File: src/rtl/nios_fast_oci_mon_responder.sv
// ============================================================================
// Module  : nios_fast_oci_mon_responder
// Brief   : clk-domain OCI monitor-memory responder; executes JTAG-issued word
//           reads/writes on the debug-memory master port. Optional access
//           timeout is enabled by defining OCI_MON_TIMEOUT_EN.
// Revision: 1.0 - initial release
// ============================================================================
`default_nettype none

module nios_fast_oci_mon_responder #(
  parameter int ADDR_W         = 9,
  parameter int TIMEOUT_CYCLES = 255
) (
  input  logic              clk,
  input  logic              reset,
  input  logic              take_action_ocimem_a,
  input  logic              take_no_action_ocimem_a,
  input  logic              take_action_ocimem_b,
  input  logic [37:0]       jdo,
  output logic [ADDR_W-1:0] mem_addr,
  output logic              mem_read,
  output logic              mem_write,
  output logic [31:0]       mem_writedata,
  input  logic [31:0]       mem_readdata,
  input  logic              mem_waitrequest,
  output logic [31:0]       MonDReg,
  output logic              monitor_ready,
  output logic              monitor_error
);

  localparam logic [1:0]  S_IDLE  = 2'd0;
  localparam logic [1:0]  S_READ  = 2'd1;
  localparam logic [1:0]  S_WRITE = 2'd2;
  localparam logic [15:0] TO_LAST = 16'(TIMEOUT_CYCLES - 1);

  logic [1:0]        state_q, state_d;
  logic [ADDR_W-1:0] addr_q, addr_d;
  logic              read_q, read_d;
  logic              write_q, write_d;
  logic [31:0]       wdata_q, wdata_d;
  logic [31:0]       mon_q, mon_d;
  logic              ready_q, ready_d;
  logic              error_q, error_d;

  logic w_req;
  logic w_any_strobe;
  logic w_accept;
  logic w_timeout;

  assign w_req        = read_q | write_q;
  assign w_any_strobe = take_action_ocimem_a | take_no_action_ocimem_a | take_action_ocimem_b;
  assign w_accept     = w_req & ~mem_waitrequest;

`ifdef OCI_MON_TIMEOUT_EN
  logic [15:0] cnt_q, cnt_d;

  // Counts stalled cycles already seen; the TIMEOUT_CYCLES-th stall aborts.
  assign w_timeout = w_req & mem_waitrequest & (cnt_q == TO_LAST);

  always_comb begin
    cnt_d = cnt_q;
    if (state_q == S_IDLE) begin
      cnt_d = '0;
    end else if (w_req && mem_waitrequest) begin
      cnt_d = cnt_q + 16'd1;
    end
  end

  always_ff @(posedge clk) begin
    if (reset) begin
      cnt_q <= '0;
    end else begin
      cnt_q <= cnt_d;
    end
  end
`else
  assign w_timeout = 1'b0;
  logic w_unused_to;
  assign w_unused_to = &{1'b0, TO_LAST};
`endif

  logic w_unused_jdo;
  assign w_unused_jdo = &{1'b0, jdo[37:35], jdo[1]};

  // State and registered-output register.
  always_ff @(posedge clk) begin
    if (reset) begin
      state_q <= S_IDLE;
      addr_q  <= '0;
      read_q  <= 1'b0;
      write_q <= 1'b0;
      wdata_q <= '0;
      mon_q   <= '0;
      ready_q <= 1'b0;
      error_q <= 1'b0;
    end else begin
      state_q <= state_d;
      addr_q  <= addr_d;
      read_q  <= read_d;
      write_q <= write_d;
      wdata_q <= wdata_d;
      mon_q   <= mon_d;
      ready_q <= ready_d;
      error_q <= error_d;
    end
  end

  // Next-state logic.
  always_comb begin
    state_d = state_q;
    case (state_q)
      S_IDLE: begin
        if (take_action_ocimem_b) begin
          state_d = S_WRITE;
        end else if (take_action_ocimem_a) begin
          state_d = jdo[0] ? S_READ : S_IDLE;
        end else if (take_no_action_ocimem_a) begin
          state_d = S_READ;
        end
      end
      S_READ, S_WRITE: begin
        if (w_accept || w_timeout) begin
          state_d = S_IDLE;
        end
      end
      default: state_d = S_IDLE;
    endcase
  end

  // Output next-values; strobes in a busy state only raise the error flag.
  always_comb begin
    addr_d  = addr_q;
    read_d  = read_q;
    write_d = write_q;
    wdata_d = wdata_q;
    mon_d   = mon_q;
    ready_d = ready_q;
    error_d = error_q;
    case (state_q)
      S_IDLE: begin
        if (take_action_ocimem_b) begin
          wdata_d = jdo[34:3];
          write_d = 1'b1;
          ready_d = 1'b0;
        end else if (take_action_ocimem_a) begin
          addr_d  = jdo[ADDR_W+1:2];
          error_d = 1'b0;
          if (jdo[0]) begin
            read_d  = 1'b1;
            ready_d = 1'b0;
          end else begin
            ready_d = 1'b1;
          end
        end else if (take_no_action_ocimem_a) begin
          read_d  = 1'b1;
          ready_d = 1'b0;
        end
      end
      S_READ, S_WRITE: begin
        if (w_any_strobe) begin
          error_d = 1'b1;
        end
        if (w_accept) begin
          read_d  = 1'b0;
          write_d = 1'b0;
          ready_d = 1'b1;
          addr_d  = addr_q + ADDR_W'(1);
          mon_d   = (state_q == S_READ) ? mem_readdata : wdata_q;
        end else if (w_timeout) begin
          read_d  = 1'b0;
          write_d = 1'b0;
          ready_d = 1'b1;
          error_d = 1'b1;
        end
      end
      default: begin
        read_d  = 1'b0;
        write_d = 1'b0;
      end
    endcase
  end

  assign mem_addr      = addr_q;
  assign mem_read      = read_q;
  assign mem_write     = write_q;
  assign mem_writedata = wdata_q;
  assign MonDReg       = mon_q;
  assign monitor_ready = ready_q;
  assign monitor_error = error_q;

endmodule

`default_nettype wire

File: config.mk
export PLATFORM = sky130hd
export DESIGN_NAME = nios_fast_oci_mon_responder
export DESIGN_NICKNAME = d
export VERILOG_FILES = /design/src/rtl/nios_fast_oci_mon_responder.sv
export SDC_FILE = /design/constraint.sdc
export NUM_CORES = 1
export LEC_CHECK = 0
export CAP_MARGIN = 5
export CORE_MARGIN = 2
export CORE_UTILIZATION = 40
export DETAILED_ROUTE_END_ITERATION = 8
export DONT_BUFFER_PORTS = 1
export PLACE_DENSITY_LB_ADDON = 0.15
export SLEW_MARGIN = 10
export SYNTH_ARGS = -nofsm -noshare
export SYNTH_HDL_FRONTEND = slang
export SYNTH_SLANG_ARGS = --single-unit
File: constraint.sdc
create_clock -name clk -period 1.9 [get_ports clk]
set_input_delay 0.095 -clock clk [delete_from_list [all_inputs] [get_ports clk]]
set_output_delay 0.095 -clock clk [all_outputs]
set_load 0.1 [all_outputs]
==> results of run 1 <==
[report_power, final]
part	switching (W)	internal [W]	total, W
Clock	0.000621	0.000744	0.00136
Combinational	0.00210	0.000740	0.00283
Sequential	0.000161	0.00187	0.00203
Total	0.00288	0.00335	0.00623
[registers in the layout, summed over array words and instances (netlist names)]
signal,flops
mem_addr,9
state_q,2
mem_read,1
monitor_error,1
MonDReg,32
monitor_ready,1
mem_write,1
mem_writedata,32
[worst max-delay path by stage]
stage | from | endpoint | slack (ps) | depth (start not counted)
after CTS | state_q[0] | mem_addr[5] | 90 | 6
after global routing | state_q[0] | mem_addr[5] | -9 | 6
after global placement | state_q[0] | mem_addr[5] | 170 | 6
after detailed placement | state_q[0] | mem_addr[5] | 120 | 6
final | state_q[0] | mem_addr[5] | 70 | 6
after floorplan | mem_addr[7] | mem_addr[8] | 120 | 4
[cell type report]
cell class	instances	area share, %
Clock buffer	11	2.561
Clock inverter	5	1.610
Inverter	7	0.5122
Multi-Input combinational cell	294	34.95
Sequential cell	79	31.05
Tap cell	108	2.634
Timing Repair Buffer	155	26.68
[per-layer routing]
metal	GRT usage, %	wire [um]
met1	26.54	4427
met2	35.97	4931
met3	4.748	656
met4	8.868	201
met5	0	0
[placed cells by master, fill, tap and decap left out, types with 3 or more instances in the layout]
cell type,instances
mux2i_1,39
dlygate4sd3_1,64
a211oi_1,33
dfxtp_1,70
ha_1,3
buf_4,88
clkbuf_8,9
nand3_1,4
a31oi_1,4
nand2_1,76
o21ai_0,4
a22oi_1,3
inv_1,5
dfxtp_2,9
a21oi_1,40
nor2b_1,3
nand2b_1,3
nor2_1,42
[per-stage QoR]
stage / utilization (%) / hold WS (ps) / total power, W
3_3_place_gp: 49.18 / 166.0 / 0.004712
2_1_floorplan: - / 231.0 / 0.004195
5_1_grt: 59.70 / 62.94 / 0.006498
6_report: 59.70 / 21.44 / 0.006228
3_5_place_dp: 49.18 / 168.1 / 0.004738
4_1_cts: 59.45 / 14.78 / 0.006250
[worst max-delay path, stage by stage, from the launching register on]
cell      delay [ps]
dfxtp_1          360
inv_1             70
ha_1             310
buf_4            260
o211ai_1         230
o32a_1           380
o22ai_1          140
[cells by family after synthesis]
logic type      after synthesis  share of synthesized area [%]
fa+ha+maj                     4                          1.434
compound gates              104                          19.79
mux                          40                          11.51
simple gates                146                          17.81
flops                        79                          45.30
buf+inv                      36                          4.157
[what timing repair did]
| item | 4_1_cts | 5_1_grt |
|---|---|---|
| endpoints found under the setup margin | 0 | 6 |
| gates resized for setup | 0 | 5 |
| hold endpoints to repair | 79 | 0 |
| hold buffers | 65 | 0 |
==> metrics.md, run 1 <==
| Metric | Value |
|---|---|
| Origin of the worst min-delay path | mem_readdata[14] |
| Endpoint type of the worst setup path | flip-flop |
| Register-to-register path setup slack | 70 ps |
| Vias in the first global route | 3,363 |
| Effective utilization at floorplan | 40.62% |
| Top post-synthesis cells by area | dfxtp_1 45%, mux2i_1 11%, nand2_1 8.2%, a211oi_1 7.5%, a21oi_1 5.7% |
| First-pass GRT wire length | 16.59 mm |
| Fill cell total of the finished layout | 762 |
| Clock edge transition at the registers on the reported setup and hold paths | 80 ps |
| Initial DRT Pass Iterations | 4 |
| Start of the worst register-to-register path | state_q[0] |
| Endpoint required time on the critical path | 2170 ps |
| Post-Synthesis Cells | 409 |
| Post-synth EDFFs | 0 |
| Area occupied by multi-input gates | 0.001793 sq mm |
| Buffer count from post-CTS setup fixing | 0 |
| Max Fclk | 0.5469 GHz |
| Worst Setup Path Type | reg -> reg |
| Initial antenna violation count | 0 |
| Part of the cycle the worst path needs | 96.23% |
| Max-capacitance violation count | 0 |
| Clock tree from TritonCTS | built |
| Post-route minimum period | 1828 ps |
| Transition time of the tightest slew-check pin | 423.4 ps |
| Pin count of the biggest net entering global routing | 79 |
| Number of cells traversed by the worst hold path | 2 |
| Worst VDD drop | 569.8 uV |
| Total placed instance area | 0.004227 sq mm |
| Total length of routed wires | 10.22 mm |
| Die span in y | 97.42 um |
| Total via count after detailed routing | 3,424 |
| Post-synthesis sequential element count | 79 |
| Crit Path Max Fanout | 21 |
| Worst skew pair latency | 350 ps |
| Non-filler cells, final | 659 |
| Synthesis-to-finish area growth | 46.95% |
| Total power density per cell area | 1214 mW/mm^2 |
| Crit path arrival time | 2100 ps |
| CTS H-tree depth | 3 |
| Mapped Avg Cell Area | 8.535 sq um |
| Hold EP | MonDReg[14] |
| Max-slew violation total from the final report | 0 |
| RSZ-0062 raised after global routing | true |
| Total congestion overflow after global routing | 0 |
| Total inserted antenna cells | 0 |
| Setup Skew | 5.714 ps |
| Nets in the synthesized netlist | 489 |
| Most frequent cells after synthesis | 79 x dfxtp_1, 76 x nand2_1, 42 x nor2_1 |
| Io pins | 153 |
| IO buf count | 0 |
| Total instance count after detailed placement | 578 |
| Last weighted congestion value of the routability-driven placer | 0.8424 |
| Full die area | 0.009491 sq mm |
| Share of the yosys chip area belonging to registers | 45.30% |
| Final setup TNS | 0 ps |
| CTS Root Cell | clkbuf_8 |
| Async set-or-reset flop fraction in the synthesized netlist | 0% |
| End of the worst register-to-register path | mem_addr[5] |
| DRC marker count from the first detailed-route iteration | 91 |
| Worst slack at placement | 122.8 ps |
| Total number of yosys warnings | 0 |
| Worst min-delay path category | in -> reg |
| Routed vias/inst | 5.196 |
| Rel. slew slack | 71.65% |
| Number of nets with antenna violations after detailed routing | 0 |
| Post-synth top area share | 45.30% |
| Worst setup margin | 71.60 ps |
| Post-layout nets | 626 |
| GR Util All Layers | 21.42% |
| Number of cells on the worst reg-to-reg path | 6 |
| Leading register cell type out of synthesis | dfxtp_1 |
| Standard cell core area | 0.008593 sq mm |
| Synthesized area | 0.003491 sq mm |
| Number of CTS-inserted buffers | 9 |
| Synth cell types | 45 |
| Overall die width | 97.42 um |
| Combined flip-flop and latch cell area | 0.001593 sq mm |
| Status | completed |
| Final setup vio count | 0 |
| Number of hold violations in the final report | 0 |
| Category of the worst setup path launch point | flip-flop |
| Total number of clock tree sinks | 79 |
| Most instantiated library cell after synthesis | dfxtp_1 |
| Wire length per cell after detailed routing | 15.50 um |
| Cell leakage power | 1.993 nW |
| DP HPWL | 6.492 mm |
| Buffer levels on the longest clock path | 2 |
| Placement row count | 34 |
| Top cell type by total area after synthesis | dfxtp_1 |
| DRC errors left | 0 |
| Fraction of layout instances using a drive strength above 1 | 23.05% |
| Final design area excluding fillers | 0.005130 sq mm |
(Power assumes the default switching activity.)
==> run 2, diff against run 1 <==
--- a/config.mk
+++ b/config.mk
@@ -6,7 +6,7 @@
 export NUM_CORES = 1
 export LEC_CHECK = 0
 export CAP_MARGIN = 5
-export CORE_MARGIN = 2
+export CORE_MARGIN = 4
 export CORE_UTILIZATION = 40
 export DETAILED_ROUTE_END_ITERATION = 8
 export DONT_BUFFER_PORTS = 1
==> run 2 against run 1 <==
  * Register-to-register slack better by 70 ps
  * Cell count down 1.7%
  * Power about the same
  * Die area up 8.4%
  * Global-route usage down 1.4 points
  * Clock power about the same
  * Clock-buffer cell count down 1
  * Critical path type unchanged
  * Largest cell class unchanged
==> metrics.md, run 2 (synthesis gave the netlist of run 1 again) <==
| Metric | Value |
|---|---|
| Initial antenna violation count | 0 |
| End of the worst register-to-register path | mem_addr[5] |
| Final design area excluding fillers | 0.005044 sq mm |
| Cell at the slowest stage of the critical path | o32a_1 |
| Buffer levels on the longest clock path | 2 |
| IO buf count | 0 |
| Vias in the first global route | 3,334 |
| Final Total Pwr | 0.006227 W |
| Routed vias/inst | 5.258 |
| Final hold slack | 9.927 ps |
| GR Util All Layers | 19.99% |
| Total length of routed wires | 10.37 mm |
| Total via count after detailed routing | 3,407 |
| Transition time of the tightest slew-check pin | 374.4 ps |
| First-pass GRT wire length | 16.44 mm |
| Max Fclk | 0.5690 GHz |
| Part of the cycle the worst path needs | 92.49% |
| Worst skew pair latency | 340 ps |
| Proportion of power drawn by flip-flops and latches | 32.6% |
| DP HPWL | 6.841 mm |
| Cell leakage power | 1.961 nW |
| Rel. slew slack | 75.04% |
| Sequence of cells on the critical path | inv_1, ha_1, buf_4, o211ai_1, o32a_1, o22ai_1 |
| Highest cell delay on the worst timing path | 370 ps |
| Setup Skew | 8.417 ps |
| Total placed instance area | 0.004208 sq mm |
| Part of the total power dissipated in combinational logic | 45.1% |
| Status | completed |
| Overall die width | 101.4 um |
| Internal | 0.003345 W |
| Crit path arrival time | 2020 ps |
| DRC errors left | 0 |
| CTS H-tree depth | 3 |
| CTS Root Cell | clkbuf_8 |
| Pin count of the biggest net entering global routing | 79 |
| Full die area | 0.01029 sq mm |
| Max-capacitance violation count | 0 |
| Critical Path End | mem_addr[5] |
| Worst min-delay path category | in -> reg |
| Endpoint required time on the critical path | 2160 ps |
| Total congestion overflow after global routing | 0 |
| Clock edge transition at the registers on the reported setup and hold paths | 80 ps |
| Endpoint type of the worst setup path | flip-flop |
| Register-to-register path setup slack | 140 ps |
| Post-route minimum period | 1757 ps |
| Effective utilization at floorplan | 41.85% |
| Last weighted congestion value of the routability-driven placer | 0.8867 |
| Worst setup margin | 142.7 ps |
| Crit Path Max Fanout | 21 |
| Placement row count | 33 |
| Worst slack at placement | 130.2 ps |
| Post-layout nets | 618 |
| Total number of clock tree sinks | 79 |
| Critical path startpoint | state_q[1] |
| Buffer count from post-CTS setup fixing | 0 |
| Die span in y | 101.4 um |
| Leading cell type in the layout, fill and taps excluded | buf_4 |
| Fraction of layout instances using a drive strength above 1 | 22.84% |
| Number of nets with antenna violations after detailed routing | 0 |
| Final setup vio count | 0 |
| DRC marker count from the first detailed-route iteration | 74 |
| Commonest cells after routing, fill and taps aside | 86 x buf_4, 76 x nand2_1, 69 x dfxtp_1, 58 x dlygate4sd3_1, 42 x nor2_1 |
| Switching share of total power | 46.29% |
| Final setup TNS | 0 ps |
| Io pins | 153 |
| Total power density per cell area | 1235 mW/mm^2 |
| Wire length per cell after detailed routing | 16.00 um |
| Total inserted antenna cells | 0 |
| Category of the worst setup path launch point | flip-flop |
| Max-slew violation total from the final report | 0 |
| RSZ-0062 raised after global routing | false |
| Initial DRT Pass Iterations | 4 |
| Number of hold violations in the final report | 0 |
| Part of the power in the clock network | 22.3% |
| Start of the worst register-to-register path | state_q[1] |
| Worst Setup Path Type | reg -> reg |
| Clock tree from TritonCTS | built |
| Synthesis-to-finish area growth | 44.48% |
| Number of cells on the worst reg-to-reg path | 6 |
| Number of CTS-inserted buffers | 9 |
| Net load switching power | 0.002883 W |
| Worst VDD drop | 529.7 uV |
| Standard cell core area | 0.008341 sq mm |
-- run 2: worst min path at each step --
stage,startpoint,to,cells after the start
floorplan,jdo[3],mem_writedata[0],2
global placement,reset,mem_addr[3],1
detailed placement,reset,mem_addr[3],1
CTS,mem_readdata[31],MonDReg[31],2
global route,mem_readdata[31],MonDReg[31],2
finish,mem_readdata[12],MonDReg[12],2
-- run 2: stage by stage --
step / utilization (%) / instances
after CTS: 60.40 / 648
after floorplan: - / 409
final: 60.47 / 648
after global routing: 60.47 / 648
after detailed placement: 50.45 / 573
after global placement: 50.45 / 573
-- run 2: cell type report --
cell class              count  area, sq um
clock inverters             6        93.84
flip-flops and latches     79         1594
repair buffers            147         1294
multi-input cells         294         1777
well taps                 105        131.4
inverters                   7        26.28
fillers                   734         3297
clock buffers              10        127.6
-- run 2: timing repair --
| action | CTS | global route |
|---|---|---|
| hold buffers | 59 | 0 |
| endpoints found under the hold margin | 79 | 0 |
| gates resized for setup | 0 | 3 |
| endpoints found under the setup margin | 0 | 4 |
-- run 2: critical path, delay by kind of cell, from the launching register on --
family / cells / cell delay [ps]
compound gates: 3 / 700
fa+ha+maj: 1 / 310
buf+inv: 2 / 340
flops: 1 / 330
-- run 2: power groups by stage --
| stage | logic, W | registers (W) | clock network, W |
|---|---|---|---|
| after floorplan | 0.000754 | 0.00344 | 0 |
| after global placement | 0.00265 | 0.00205 | 0 |
| after detailed placement | 0.00267 | 0.00206 | 0 |
| after CTS | 0.00281 | 0.00203 | 0.00143 |
| after global routing | 0.00295 | 0.00206 | 0.00150 |
| final | 0.00281 | 0.00203 | 0.00139 |
-- run 2: routing by layer --
layer,up-vias,share of wire (%),global-route usage [%]
met3,18,7.9,5.165
li1,1708,-,-
met4,0,1.9,7.873
met5,-,0,0
met1,1545,42,24.59
met2,136,48,33.40
==> run 3, diff against run 2 <==
--- a/config.mk
+++ b/config.mk
@@ -10,6 +10,7 @@
 export CORE_UTILIZATION = 40
 export DETAILED_ROUTE_END_ITERATION = 8
 export DONT_BUFFER_PORTS = 1
+export MAX_ROUTING_LAYER = met4
 export PLACE_DENSITY_LB_ADDON = 0.15
 export SLEW_MARGIN = 10
 export SYNTH_ARGS = -nofsm -noshare
==> run 3 against run 2 <==
  * Register-to-register slack got worse by 30 ps
  * Sequential cell count unchanged
  * Sequential share of layout area increased by 0.087 points
  * First-iteration DRC count increased by 58%
  * Worst setup slack got worse by 32 ps
  * Critical path type unchanged
  * Largest cell class unchanged
==> metrics.md, run 3 (synthesis gave the netlist of run 1 again) <==
| Metric | Value |
|---|---|
| Status | completed |
| Total number of clock tree sinks | 79 |
| Endpoint type of the worst setup path | flip-flop |
| Worst Setup Path Type | reg -> reg |
| Total power density per cell area | 1194 mW/mm^2 |
| Critical path startpoint | state_q[1] |
| Rel. slew slack | 75.53% |
| Highest cell delay on the worst timing path | 410 ps |
| Delay-heaviest family, CP | simple AND/OR/NAND/NOR gates |
| Vias in the first global route | 3,304 |
| Crit path arrival time | 2060 ps |
| Sequence of cells on the critical path | inv_1, ha_1, inv_4, or3_1, or4_1, o211ai_1 |
| Total length of routed wires | 10.68 mm |
| Standard cell core area | 0.008341 sq mm |
| Cell at the slowest stage of the critical path | or4_1 |
| Leading cell type in the layout, fill and taps excluded | buf_4 |
| DRC marker count from the first detailed-route iteration | 117 |
| Transition time of the tightest slew-check pin | 367.0 ps |
| Max-capacitance violation count | 0 |
| Fraction of layout instances using a drive strength above 1 | 22.57% |
| Number of CTS-inserted buffers | 9 |
| Wire length per cell after detailed routing | 16.42 um |
| Critical Path End | mem_addr[4] |
| Clock tree from TritonCTS | built |
| Fill cell total of the finished layout | 748 |
| Register-to-register path setup slack | 110 ps |
| Switching share of total power | 48.22% |
| Final hold slack | 14.94 ps |
| Worst slack at placement | 90.38 ps |
| Total via count after detailed routing | 3,465 |
| Initial antenna violation count | 0 |
| Buffer count from post-CTS setup fixing | 0 |
| CTS Root Cell | clkbuf_8 |
| Routed vias/inst | 5.331 |
| Non-filler cells, final | 650 |
| Io pins | 153 |
| Net load switching power | 0.002896 W |
| Start of the worst register-to-register path | state_q[1] |
| Count of buffer and inverter cells on the critical path | 2 |
| Max Fclk | 0.5589 GHz |
| Buffer levels on the longest clock path | 2 |
| DRC errors left | 0 |
| CTS H-tree depth | 3 |
| Proportion of power drawn by flip-flops and latches | 33.8% |
| Max-slew violation total from the final report | 0 |
| Pin count of the biggest net entering global routing | 79 |
| RSZ-0062 raised after global routing | false |
| Number of cells on the worst reg-to-reg path | 6 |
| Total congestion overflow after global routing | 0 |
| First-pass GRT wire length | 16.94 mm |
| Category of the worst setup path launch point | flip-flop |
| Worst setup margin | 110.8 ps |
| Number of hold violations in the final report | 0 |
| Last weighted congestion value of the routability-driven placer | 0.8924 |
| Worst skew pair latency | 350 ps |
| Total instance count after detailed placement | 573 |
| Setup Skew | 14.08 ps |
| Part of the power in the clock network | 19.1% |
| Number of nets with antenna violations after detailed routing | 0 |
| Crit Path Max Fanout | 7 |
| Part of the total power dissipated in combinational logic | 47.1% |
| Total inserted antenna cells | 0 |
| Final setup vio count | 0 |
| Clock edge transition at the registers on the reported setup and hold paths | 90 ps |
| Die span in y | 101.4 um |
| Worst min-delay path category | in -> reg |
| Worst VDD drop | 531.3 uV |
| Placement row count | 33 |
| Overall die width | 101.4 um |
| Effective utilization at floorplan | 41.85% |
| Instance count on the critical path | 6 |
| Initial DRT Pass Iterations | 4 |
| Endpoint required time on the critical path | 2170 ps |
| Cell leakage power | 1.949 nW |
| IO buf count | 0 |
| Internal | 0.003110 W |
| Commonest cells after routing, fill and taps aside | 85 x buf_4, 76 x nand2_1, 69 x dfxtp_1, 61 x dlygate4sd3_1, 42 x nor2_1 |
| Final setup TNS | 0 ps |
| Post-route minimum period | 1789 ps |
| Full die area | 0.01029 sq mm |
| GR Util All Layers | 21.48% |
| Synthesis-to-finish area growth | 44.09% |
| DP HPWL | 6.829 mm |
| End of the worst register-to-register path | mem_addr[4] |
| Part of the cycle the worst path needs | 94.17% |
| Post-layout nets | 621 |
-- run 3: cell types whose count changed in the layout (fill, tap and decap cells not counted), sizes merged --
cell | before | now
bufinv | 2 | 0
clkinv | 3 | 2
clkbuf | 10 | 11
clkinvlp | 0 | 1
dlygate4sd3 | 58 | 61
-- run 3: worst min-delay path by stage --
stage / depth (start not counted) / to / from
floorplan: 2 / mem_writedata[0] / jdo[3]
global placement: 1 / mem_addr[6] / reset
detailed placement: 1 / mem_addr[6] / reset
CTS: 2 / MonDReg[28] / mem_readdata[28]
global route: 2 / MonDReg[28] / mem_readdata[28]
finish: 2 / MonDReg[28] / mem_readdata[28]
-- run 3: what timing repair did --
| action | 4_1_cts | 5_1_grt |
|---|---|---|
| endpoints found under the setup margin | 0 | 7 |
| hold endpoints to repair | 78 | 0 |
| hold buffers | 62 | 0 |
| gates resized for setup | 0 | 5 |
-- run 3: area by class of cell --
type,count,area (sq um),share of cell area (%)
flip-flops and latches,79,1594,31.69
clock inverters,4,30.03,0.5970
well taps,105,131.4,2.612
repair buffers,150,1328,26.39
multi-input cells,294,1777,35.32
inverters,7,28.78,0.5721
clock buffers,11,141.4,2.811
-- run 3: power groups by stage --
| stage | Combinational (W) | Sequential, W | Clock (W) |
|---|---|---|---|
| final | 0.00283 | 0.00203 | 0.00115 |
| after floorplan | 0.000754 | 0.00344 | 0 |
| after detailed placement | 0.00267 | 0.00206 | 0 |
| after CTS | 0.00281 | 0.00203 | 0.00118 |
| after global routing | 0.00297 | 0.00206 | 0.00125 |
| after global placement | 0.00266 | 0.00205 | 0 |
-- run 3: layer usage --
metal / wire (um) / part of all wire (%) / track usage (%)
met4: 164 / 1.5 / 6.851
met2: 5153 / 48 / 34.21
met3: 757 / 7.1 / 4.821
met5: 0 / 0 / -
met1: 4600 / 43 / 27.06
-- run 3: metrics by stage --
step | power, W | utilization (%) | cell area, sq um
2_1_floorplan | 0.004195 | - | 3502
3_3_place_gp | 0.004709 | 50.45 | 4208
3_5_place_dp | 0.004736 | 50.45 | 4208
4_1_cts | 0.006014 | 60.16 | 5017
5_1_grt | 0.006281 | 60.31 | 5030
6_report | 0.006006 | 60.31 | 5030
-- run 3: worst register-to-register path: cells and delay by family, from the launching register on --
family                     cells  cell delay (ps)
and+or+nand+nor                2              770
adders and majority gates      1              350
DFF                            1              340
buffers and inverters          2              150
AOI/OAI and AO/OA              1               90
